<file path="config.mk">
export PLATFORM = sky130hd
export DESIGN_NAME = pmp_tor_match
export DESIGN_NICKNAME = d
export VERILOG_FILES = /design/src/rtl/pmp_tor_match.sv
export SDC_FILE = /design/constraint.sdc
export NUM_CORES = 1
export LEC_CHECK = 0
export BUFFER_PORTS_ARGS = -buffer_cell sky130_fd_sc_hd__buf_4
export CORE_ASPECT_RATIO = 1.4
export CORE_UTILIZATION = 40
export CTS_CLUSTER_SIZE = 16
export DETAILED_ROUTE_END_ITERATION = 10
export PLACE_DENSITY = 0.63
export SLEW_MARGIN = 30
export SYNTH_ARGS = -nofsm -noshare
export SYNTH_HDL_FRONTEND = slang
export SYNTH_SLANG_ARGS = --single-unit
export TNS_END_PERCENT = 30
</file>
<file path="constraint.sdc">
create_clock -name clk -period 0.8 [get_ports clk]
set_input_delay 0.08 -clock clk [delete_from_list [all_inputs] [get_ports clk]]
set_output_delay 0.08 -clock clk [all_outputs]
set_load 0.01 [all_outputs]
</file>
<file path="src/rtl/pmp_tor_match.sv">
// Registered PMP Top-Of-Range matcher for one entry: flags accesses of 1-4 bytes fully inside [addr_n_1, addr_n).
// Optional macro TOR_PARTIAL_EN adds tor_partial, flagging accesses that straddle the region edge.
module pmp_tor_match #(
    parameter int XLEN = 32
) (
    input  logic            clk,
    input  logic            rst_n,
    input  logic            req_valid,
    input  logic [XLEN-1:0] addr,
    input  logic [1:0]      size,
    input  logic [XLEN-1:0] addr_n_1,
    input  logic [XLEN-1:0] addr_n,
    output logic            out_valid,
`ifdef TOR_PARTIAL_EN
    output logic            tor_partial,
`endif
    output logic            tor_out
);

    logic [XLEN:0] last_s;
    logic          region_ok_s;
    logic          m_full_s;
    logic          out_valid_d;
    logic          out_valid_q;
    logic          tor_out_d;
    logic          tor_out_q;
`ifdef TOR_PARTIAL_EN
    logic          overlap_s;
    logic          tor_partial_d;
    logic          tor_partial_q;
`endif

    // Match evaluation; the extra MSB of last_s keeps a carry out of the top address from wrapping.
    always_comb begin
        last_s      = {1'b0, addr} + {{(XLEN-1){1'b0}}, size};
        region_ok_s = (addr_n > addr_n_1);
        m_full_s    = region_ok_s && (addr >= addr_n_1) && (last_s < {1'b0, addr_n});
`ifdef TOR_PARTIAL_EN
        overlap_s   = region_ok_s && (addr < addr_n) && (last_s >= {1'b0, addr_n_1});
`endif
    end

    // Next-state; gating on req_valid keeps idle-cycle input junk out of the result.
    always_comb begin
        out_valid_d = req_valid;
        tor_out_d   = 1'b0;
`ifdef TOR_PARTIAL_EN
        tor_partial_d = 1'b0;
`endif
        if (req_valid) begin
            tor_out_d = m_full_s;
`ifdef TOR_PARTIAL_EN
            tor_partial_d = overlap_s && !m_full_s;
`endif
        end else begin
            tor_out_d = 1'b0;
`ifdef TOR_PARTIAL_EN
            tor_partial_d = 1'b0;
`endif
        end
    end

    // Output registers with asynchronous clear.
    always_ff @(posedge clk or negedge rst_n) begin
        if (!rst_n) begin
            out_valid_q <= 1'b0;
            tor_out_q   <= 1'b0;
`ifdef TOR_PARTIAL_EN
            tor_partial_q <= 1'b0;
`endif
        end else begin
            out_valid_q <= out_valid_d;
            tor_out_q   <= tor_out_d;
`ifdef TOR_PARTIAL_EN
            tor_partial_q <= tor_partial_d;
`endif
        end
    end

    assign out_valid = out_valid_q;
    assign tor_out   = tor_out_q;
`ifdef TOR_PARTIAL_EN
    assign tor_partial = tor_partial_q;
`endif

endmodule

</file>
==> summary.txt <==
initial core utilization: 41.8%
# fillers: 668
H-tree depth: 1
CP required: 0.88 ns
most used routing layer: met2
Die ar.: 7690 sq um
P_leak: 2.53 nW
combinational group share of total power: 80.3%
Main synth FF type: dfrtp_1
top-count cell post-synth: ha_1
finished layout cell area: 4530 sq um
CTS tree: done
Period Utilization, post-route: 347%
global-route wire length before repair: 14.4 mm
main combinational cell family by area after synthesis: adder cells
asr flop ratio synth: 100%
Adder-Cell Fraction of Synth Area: 42.0%
Syn. warnings: 0
Min-Delay Path Class: in2reg
min cycle time layout: 2.77 ns
Crit Path Class: in2reg
crit-path max FO: 5
Syn Nets: 591
vias per inst: 5.21
unrepaired setup endpoints after global routing: true
Hold Path Stages: 2
Compound-Gate Fraction of Synth Area: 17.1%
Post-synth EDFFs: 0
final wirelength: 9.21 mm
initial antenna violation count: 0
Reg area: 50.0 sq um
Core Rows: 36
grt met3 use: 2.52%
P_int: 0.00154 W
mux share of post-synthesis cell area: 0%
max-capacitance violation count: 0
Final Slew Violations: 0
status: complete, but fails checks
Area Growth Syn to Fin: 54.5%
final worst slack: -1.97 ns
placed cell areas: 4410 sq um
Synth Register Bits: 2
Synth area leaders: ha_1 41%, inv_1 8.7%, xnor2_1 6.6%
Pwr Density: 567 nW/um^2
# DRC: 0
largest area contributor in the netlist: ha_1
failing checks: negative setup slack
Worst Hold Slack: 0.0861 ns
Reg power frac: 4.3%
Antenna Cells: 0
Root Buffer Master: clkbuf_8
crit path DAT: 2.85 ns
Die X: 74.4 um
sequential element share of the synthesized area: 1.71%
Die Y: 103 um
TritonCTS buffer count: 3
vias in the first global route: 3,498
layout cells sized above 1: 34.1%
All-Layer GR Usage: 24.0%
GRT met1 Usage: 22.0%
Yosys top cell area share: 41.3%
Max Root-Sink Buffers: 2
Switching Share: 40.2%
Post-DRT Antenna Nets: 0
area of the multi-input gates: 2710 sq um
vias: 3,472
Synth Instances: 392
largest net degree at the start of global routing: 6
count of final hold-check violations: 0
Buffers on Ports: 102
net load switching power: 0.00104 W
Top Ports: 103
XOR/XNOR share of the synthesized area: 8.95%
clock power share: 15.4%
clock-pin slew on the worst setup and hold paths: 0.03 ns
VDD IR max: 0.435 mV
mapped cell area: 2940 sq um
Distinct cells, synth: 40
Synth Area per Inst: 7.49 sq um
Routed WL per cell: 13.8 um
nets: 773
crit path launch type: input pin
Clock Sinks: 2
commonest cells in the synthesized netlist: 97 x ha_1, 68 x inv_1, 33 x a21oi_1, 27 x nand2_1, 24 x nand4_1
Final setup viols: 2
grt met2 use: 51.0%
Post-Synth Simple-Gate Area: 21.5%
FMAX: 0.361 GHz
max_slew headroom: 75.3%
Tightest Pin Transition: 0.362 ns
gp weighted congestion: 0.889
drt pass-1 iters: 4
Core ar.: 7030 sq um
Critical Path End Type: flip-flop
initial drt markers: 66
hpwl dp: 8.43 mm
grt total ovfl: 0
-- routing by layer --
layer	share of wire, %	wire, um
met1	35	3260
met2	57	5260
met3	3.3	300
met4	4.2	383
met5	0	0
-- registers in the layout (all words and copies together), names as in the netlist --
name / flops
out_valid: 1
tor_out: 1
-- per-stage QoR --
stage	setup slack [ns]	util (%)	power, W	std cells	setup TNS [ns]
3_5_place_dp	-2.10	62.7	0.00214	659	-2.10
2_1_floorplan	-1.77	-	0.00107	392	-1.77
6_report	-1.97	64.5	0.00257	667	-1.98
3_3_place_gp	-2.04	62.7	0.00208	659	-2.04
5_1_grt	-2.19	64.5	0.00285	667	-2.21
4_1_cts	-1.87	63.7	0.00256	663	-1.87
-- timing repair --
| action | 4_1_cts | 5_1_grt |
|---|---|---|
| setup buffers | 0 | 4 |
| setup endpoints to repair | 3 | 3 |
| resized for setup | 3 | 9 |
| pin swaps | 1 | 13 |
| hold buffers | 1 | 0 |
| endpoints found under the hold margin | 2 | 0 |
-- power groups by stage --
stage | registers (W) | clock network, W | logic (W)
global placement | 0.000111 | 0 | 0.00197
global route | 0.000111 | 0.000420 | 0.00232
floorplan | 0.000112 | 0 | 0.000957
detailed placement | 0.000111 | 0 | 0.00203
finish | 0.000111 | 0.000396 | 0.00207
CTS | 0.000111 | 0.000398 | 0.00205
-- layout make-up --
class	count	area share, %
multi-input combinational	322	59.8
timing repair buffer	177	29.9
inverter	68	5.63
tap	95	2.62
sequential	2	1.10
clock buffer	3	0.911
-- kinds of logic after synthesis --
group | Yosys count
buf+inv | 68
simple gates | 113
xor+xnor | 30
flops | 2
compound gates | 81
fa+ha+maj | 98
-- placed cells by master (no fill, tap or decap), types with 7 or more instances in the layout --
cell type  Yosys  routed
o21ai_0       14      13
a21oi_1       33      33
buf_6          0       7
nand4_1       24      24
ha_1          97      95
xnor2_1       22      22
xor2_1         8       8
nor2_1        14      13
inv_1         68      68
nand2_1       27      27
nand3_1       17      16
buf_4          0     169
a21o_1        14      14
-- worst paths after layout --
kind	startpoint	to	slack (ns)
max in group asynchronous	rst_n	out_valid$_DFF_PN0_	0.51
worst min-delay path	req_valid	out_valid$_DFF_PN0_	0.09
min in group asynchronous	rst_n	tor_out$_DFF_PN0_	0.20
worst max-delay path	size[0]	tor_out$_DFF_PN0_	-1.97
-- worst max-delay path: stages --
cell      delay, ns
buf_6          0.08
ha_4           0.13
fa_2           0.21
and4_4         0.23
nand3_4        0.08
nor4_4         0.39
buf_4          0.18
nand3_1        0.07
xnor2_1        0.15
ha_1           0.29
and4_1         0.21
nand4_1        0.11
or3_4          0.35
o21bai_1       0.17
o41ai_2        0.06
nor4_1         0.07
Note: power is estimated with default switching activity, not from simulation.
